[src/rtl/i2c_target_regs.sv]
// i2c_target_regs: I2C target endpoint exposing a byte-addressed register port with an auto-incrementing pointer
// Ports:
//   clk_clk, reset_reset_n    system clock, synchronous active-low reset
//   i2c_sda_in, i2c_scl_in    asynchronous pad levels
//   i2c_sda_oe, i2c_scl_oe    open-drain pull-low enables (SCL is never stretched)
//   reg_wr_valid/addr/data    one-cycle register write strobe with address and data
//   reg_rd_addr, reg_rd_data  read pointer out, combinational register contents in
//   busy                      high while this target is addressed
module i2c_target_regs #(
    parameter logic [6:0] TARGET_ADDR = 7'h50,
    parameter int         FILTER_LEN  = 3
) (
    input  logic       clk_clk,
    input  logic       reset_reset_n,
    input  logic       i2c_sda_in,
    input  logic       i2c_scl_in,
    output logic       i2c_sda_oe,
    output logic       i2c_scl_oe,
    output logic       reg_wr_valid,
    output logic [7:0] reg_wr_addr,
    output logic [7:0] reg_wr_data,
    output logic [7:0] reg_rd_addr,
    input  logic [7:0] reg_rd_data,
    output logic       busy
);
    localparam int CW = $clog2(FILTER_LEN + 1);

    typedef enum logic [3:0] {
        IDLE, ADDR, ADDR_ACK, PTR, PTR_ACK, WDATA, WDATA_ACK, RDATA, RACK, WAIT_STOP
    } state_t;

    // index 0 = SDA, index 1 = SCL
    logic [1:0]    w_pad;
    logic [1:0]    r_s1, r_s2, r_flt, r_flt_d;
    logic [CW-1:0] r_cnt [2];
    logic          w_sda, w_scl, w_start, w_stop, w_rise, w_fall;

    state_t     r_state;
    logic [3:0] r_bit;
    logic [7:0] r_shift, r_ptr, r_wr_addr, r_wr_data;
    logic       r_rw, r_ack_n, r_sda_oe, r_wr_valid, r_busy;

    assign w_pad   = {i2c_scl_in, i2c_sda_in};
    assign w_sda   = r_flt[0];
    assign w_scl   = r_flt[1];
    assign w_start = w_scl & r_flt_d[1] & r_flt_d[0] & ~w_sda;
    assign w_stop  = w_scl & r_flt_d[1] & ~r_flt_d[0] & w_sda;
    assign w_rise  = w_scl & ~r_flt_d[1];
    assign w_fall  = ~w_scl & r_flt_d[1];

    // Filtered level follows the synchronized level only after FILTER_LEN consecutive differing samples
    always_ff @(posedge clk_clk) begin
        if (!reset_reset_n) begin
            r_s1    <= 2'b11;
            r_s2    <= 2'b11;
            r_flt   <= 2'b11;
            r_flt_d <= 2'b11;
            for (int i = 0; i < 2; i++) r_cnt[i] <= '0;
        end else begin
            r_s1    <= w_pad;
            r_s2    <= r_s1;
            r_flt_d <= r_flt;
            for (int i = 0; i < 2; i++) begin
                if (r_s2[i] == r_flt[i]) begin
                    r_cnt[i] <= '0;
                end else if (r_cnt[i] == CW'(FILTER_LEN - 1)) begin
                    r_flt[i] <= r_s2[i];
                    r_cnt[i] <= '0;
                end else begin
                    r_cnt[i] <= r_cnt[i] + 1'b1;
                end
            end
        end
    end

    always_ff @(posedge clk_clk) begin
        if (!reset_reset_n) begin
            r_state    <= IDLE;
            r_bit      <= '0;
            r_shift    <= '0;
            r_ptr      <= '0;
            r_rw       <= 1'b0;
            r_ack_n    <= 1'b1;
            r_sda_oe   <= 1'b0;
            r_wr_valid <= 1'b0;
            r_wr_addr  <= '0;
            r_wr_data  <= '0;
            r_busy     <= 1'b0;
        end else begin
            r_wr_valid <= 1'b0;
            if (w_start) begin
                r_state  <= ADDR;
                r_bit    <= '0;
                r_busy   <= 1'b0;
                r_sda_oe <= 1'b0;
            end else if (w_stop) begin
                r_state  <= IDLE;
                r_busy   <= 1'b0;
                r_sda_oe <= 1'b0;
            end else if (w_rise) begin
                case (r_state)
                    ADDR, PTR, WDATA: begin
                        r_shift <= {r_shift[6:0], w_sda};
                        r_bit   <= r_bit + 4'd1;
                        if (r_state == WDATA && r_bit == 4'd7) begin
                            r_wr_valid <= 1'b1;
                            r_wr_addr  <= r_ptr;
                            r_wr_data  <= {r_shift[6:0], w_sda};
                            r_ptr      <= r_ptr + 8'd1;
                        end
                    end
                    RDATA: r_bit <= r_bit + 4'd1;
                    // Advance before the falling edge so reg_rd_data already reflects the next byte
                    RACK: begin
                        r_ack_n <= w_sda;
                        r_ptr   <= r_ptr + 8'd1;
                    end
                    default: ;
                endcase
            end else if (w_fall) begin
                case (r_state)
                    ADDR: if (r_bit == 4'd8) begin
                        if (r_shift[7:1] == TARGET_ADDR) begin
                            r_state  <= ADDR_ACK;
                            r_rw     <= r_shift[0];
                            r_sda_oe <= 1'b1;
                            r_busy   <= 1'b1;
                        end else begin
                            r_state <= WAIT_STOP;
                        end
                    end
                    ADDR_ACK: begin
                        r_bit <= '0;
                        if (r_rw) begin
                            r_state  <= RDATA;
                            r_shift  <= reg_rd_data;
                            r_sda_oe <= ~reg_rd_data[7];
                        end else begin
                            r_state  <= PTR;
                            r_sda_oe <= 1'b0;
                        end
                    end
                    PTR: if (r_bit == 4'd8) begin
                        r_state  <= PTR_ACK;
                        r_ptr    <= r_shift;
                        r_sda_oe <= 1'b1;
                    end
                    WDATA: if (r_bit == 4'd8) begin
                        r_state  <= WDATA_ACK;
                        r_sda_oe <= 1'b1;
                    end
                    PTR_ACK, WDATA_ACK: begin
                        r_state  <= WDATA;
                        r_bit    <= '0;
                        r_sda_oe <= 1'b0;
                    end
                    // Bit 7 goes out on entry; each later falling edge presents the next bit
                    RDATA: if (r_bit == 4'd8) begin
                        r_state  <= RACK;
                        r_sda_oe <= 1'b0;
                    end else begin
                        r_sda_oe <= ~r_shift[6];
                        r_shift  <= {r_shift[6:0], 1'b0};
                    end
                    RACK: if (r_ack_n) begin
                        r_state  <= WAIT_STOP;
                        r_sda_oe <= 1'b0;
                    end else begin
                        r_state  <= RDATA;
                        r_bit    <= '0;
                        r_shift  <= reg_rd_data;
                        r_sda_oe <= ~reg_rd_data[7];
                    end
                    default: ;
                endcase
            end
        end
    end

    assign i2c_sda_oe   = r_sda_oe;
    assign i2c_scl_oe   = 1'b0;
    assign reg_wr_valid = r_wr_valid;
    assign reg_wr_addr  = r_wr_addr;
    assign reg_wr_data  = r_wr_data;
    assign reg_rd_addr  = r_ptr;
    assign busy         = r_busy;
endmodule

[config.mk]
export PLATFORM = sky130hd
export DESIGN_NAME = i2c_target_regs
export DESIGN_NICKNAME = d
export VERILOG_FILES = /design/src/rtl/i2c_target_regs.sv
export SDC_FILE = /design/constraint.sdc
export NUM_CORES = 1
export LEC_CHECK = 0
export ABC_AREA = 1
export CAP_MARGIN = 25
export CELL_PAD_IN_SITES_DETAIL_PLACEMENT = 0
export CELL_PAD_IN_SITES_GLOBAL_PLACEMENT = 1
export CORE_MARGIN = 3
export CORE_UTILIZATION = 42
export DETAILED_ROUTE_END_ITERATION = 8
export PLACE_DENSITY_LB_ADDON = 0.1
export SKIP_LAST_GASP = 1
export SLEW_MARGIN = 20
export SYNTH_ARGS = -nofsm -noshare
export SYNTH_HDL_FRONTEND = slang
export SYNTH_SLANG_ARGS = --single-unit
[constraint.sdc]
create_clock -name clk_clk -period 4.75 [get_ports clk_clk]
set_input_delay 0.475 -clock clk_clk [delete_from_list [all_inputs] [get_ports clk_clk]]
set_output_delay 0.475 -clock clk_clk [all_outputs]
set_load 0.05 [all_outputs]
==> results by stage <==
Run status:
- The flow ran to the end, and the final reports show no timing, DRC or antenna violations.

Timing:
- The final worst-path setup slack is 1.99 ns.
- Static timing analysis puts the maximum clock frequency at 362 MHz.
- The worst-margin pin slew is 0.787 ns.
- The final count of hold timing violations is 0.
- The total setup violations reported at the end of the flow is 0.
- Setup repair after global routing left no endpoint under its margin.
- The tightest slew margin relative to the limit is 0.476.
- After routing, the total negative slack on setup checks comes to 0 ns.
- Between clock sinks in the finished design, the worst skew comes to 0.00785 ns.
- Dividing the final minimum period by the clock period gives 0.581.
- The worst path in the final design needs a cycle of 2.76 ns, including I/O delays and setup.
- The max-slew violation total from the final report was 0.

Routing:
- The final routed wire length divided by cell count is 13.0 um.
- The count of nets left with antenna violations once routing finished came out at 0.
- The via total after detailed routing is 2978.
- After detailed routing, the number of vias per cell comes to 5.03.
- The starting DRC count in detailed routing is 199.
- The remaining routing DRC violations is 0.
- The final wirelength is 7720 um.
- The pre-antenna-repair detailed-routing pass consisted of 4 iterations.

Floorplanning:
- The core area is 6870 um2.
- The area enclosed by the die boundary is 8220 um2.
- The floorplan step set the die height to 90.7 um.
- The initial standard-cell utilization of the core is 0.438.
- The width of the die is 90.7 um.
- The top-level port count is 40.
- Row generation in the floorplan step produced 30 rows.

Run:
- The number of maximum-capacitance violations is 0.

CTS:
- Post-CTS repair changed the size of 0 cells.
- The CTS H-tree depth is 3.
- Clock tree synthesis inserted a total of 9 buffers.
- After clock tree synthesis, the setup repair step added 0 buffers.
- The clock insertion delay at the later pin of the skew report is 0.34 ns.
- The clock edge transition at the registers on the reported setup and hold paths is 0.07 ns.
- Buffers inserted to repair hold after CTS numbered 0.
- The clock root buffer is sky130_fd_sc_hd__clkbuf_8.
- The number of buffers on the longest clock path is 2.
- The clock drives 57 sinks.
- The TritonCTS clock tree is done.

Synthesis:
- The synthesized instance count is 454.
- In this run the cell area of the synthesized design comes to 3010 um2.
- The number of warnings reported in the yosys synthesis log is 0.
- The post-synthesis sequential element count is 57.
- After synthesis, the mean cell area works out to 6.63 um2.
- The share of the Yosys chip area taken by registers is 0.392.
- The count of different cell masters after synthesis is 31.

Place:
- In this run, placement finished with an instance count of 576.
- The quantity of I/O buffers inserted on ports is 38.
- The congestion estimate from routability-driven global placement came to 0.876.
- The pre-CTS setup slack is 2.03 ns.
- Once detailed placement completed, the half-perimeter wirelength came to 5650 um.

Global route:
- The pin count of the biggest net entering global routing is 36.
- The global-route wire length before repair is 13400 um.
- The number of antenna violations at the first check in global routing is 0.
- The global-route congestion overflow total is 0.
- In the global route stage, overall resource usage came out at 0.201.
- The via count of the first global-routing pass is 2762.

Power and ir drop:
- Power spread over the standard cell area amounts to 303 nW/um2.
- The reported leakage power is 1.62 nW.
- The peak ir drop on the vdd network is 0.202 mV.

Setup path:
- Data on the critical path arrives at its endpoint at 2.98 ns.
- The endpoint class of the critical path is a register.
- In this run the worst path has a maximum fanout of 24.
- The worst setup path is launched from a register.
- The critical path is of the reg -> reg type.
- The critical path data required time is 4.97 ns.

Layout:
- Leaving out fill and tap cells, the most frequent cell in the layout is sky130_fd_sc_hd__nand2_1.
- The post-layout net count is 511.
- In the layout the commonest cells are sky130_fd_sc_hd__nand2_1 (100), sky130_fd_sc_hd__nor2_1 (75), sky130_fd_sc_hd__dfxtp_1 (53).
- The number of antenna diodes in the final layout is 0.
- The share of cells above drive strength 1 is 0.0786.
- The non-filler instance count after layout is 592.
- Compared with the post-synthesis result, the final layout area differs by 22.6%.

Min path:
- The min-delay analysis places its worst path in the category reg -> reg.
## cell usage after synthesis (all sizes together)
library cell,n,area [um2]
edfxtp,4,120
buf,9,53.8
and2,1,6.26
nor2,80,318
nand3,37,190
a21oi,28,140
nor3b,1,7.51
or2,5,31.3
o211ai,3,22.5
ha,8,100
nand3b,1,7.51
o21bai,1,7.51
a31oi,1,6.26
clkbuf,8,30.0
nor3,6,35.0
inv,46,173
dfxtp,53,1060
nand4,10,62.6
conb,2,7.51
o22ai,2,12.5
o21ai,45,225
nand2,103,394
## per-stage QoR
| step | util | hold slack [ns] | area (um2) | total power, mW |
|---|---|---|---|---|
| detailed placement | 0.503 | 0.400 | 3450 | 0.589 |
| global route | 0.538 | 0.435 | 3690 | 1.17 |
| finish | 0.538 | 0.414 | 3690 | 1.12 |
| floorplan | - | 0.393 | 3020 | 0.565 |
| CTS | 0.538 | 0.419 | 3690 | 1.13 |
| global placement | 0.503 | 0.397 | 3450 | 0.589 |
## layer usage
metal  share of wire  track usage  vias up
met5               0            0        -
met4           0.016       0.0740        0
met3           0.043       0.0508        9
met2            0.45        0.309       68
met1            0.49        0.271     1358
li1                -            -     1543
## path summary, 6_finish.rpt
check | from | end | slack, ns | depth (start not counted)
setup / recovery | r_flt[1] | reg_rd_addr[3] | 1.99 | 8
hold / removal | r_s1[0] | r_s2[0] | 0.41 | 1
setup reg to reg | r_flt[1] | reg_rd_addr[3] | 1.99 | 8
hold reg to reg | r_s1[0] | r_s2[0] | 0.41 | 1
## final cells by class
cell class | instances | area [um2]
sequential | 57 | 1180
clock inverter | 4 | 72.6
inverter | 46 | 173
clock buffer | 12 | 166
timing repair buffer | 40 | 395
fill | 707 | 3180
multi-input combinational | 337 | 1590
tap | 96 | 120
## state kept, by name, summed over array words and instances (netlist names), 4 cells and up
name / flops
reg_rd_addr: 8
reg_wr_addr: 8
reg_wr_data: 8
r_cnt: 4
r_state: 4
r_bit: 4
r_shift: 8
## power breakdown
group          switching, mW  internal (mW)  leakage [nW]
registers            0.00608          0.491         0.470
clock network          0.200          0.341         0.118
logic                 0.0525         0.0290          1.03
total                  0.259          0.861          1.62
## cell families after synthesis
family / share of synthesized area
other: 0.00249
adders and majority gates: 0.0332
AOI/OAI and AO/OA: 0.138
buffers and inverters: 0.0852
DFF: 0.392
and+or+nand+nor: 0.349
## worst max-delay path, cell delays in order, from the launching register on
cell,delay (ns)
sky130_fd_sc_hd__dfxtp_1,0.40
sky130_fd_sc_hd__ha_1,0.70
sky130_fd_sc_hd__inv_1,0.47
sky130_fd_sc_hd__nand2_1,0.17
sky130_fd_sc_hd__nand2_1,0.09
sky130_fd_sc_hd__nor2_4,0.15
sky130_fd_sc_hd__nand3_1,0.33
sky130_fd_sc_hd__nor3_1,0.26
sky130_fd_sc_hd__nor2_1,0.06
Power figures use the tool's default switching activity.
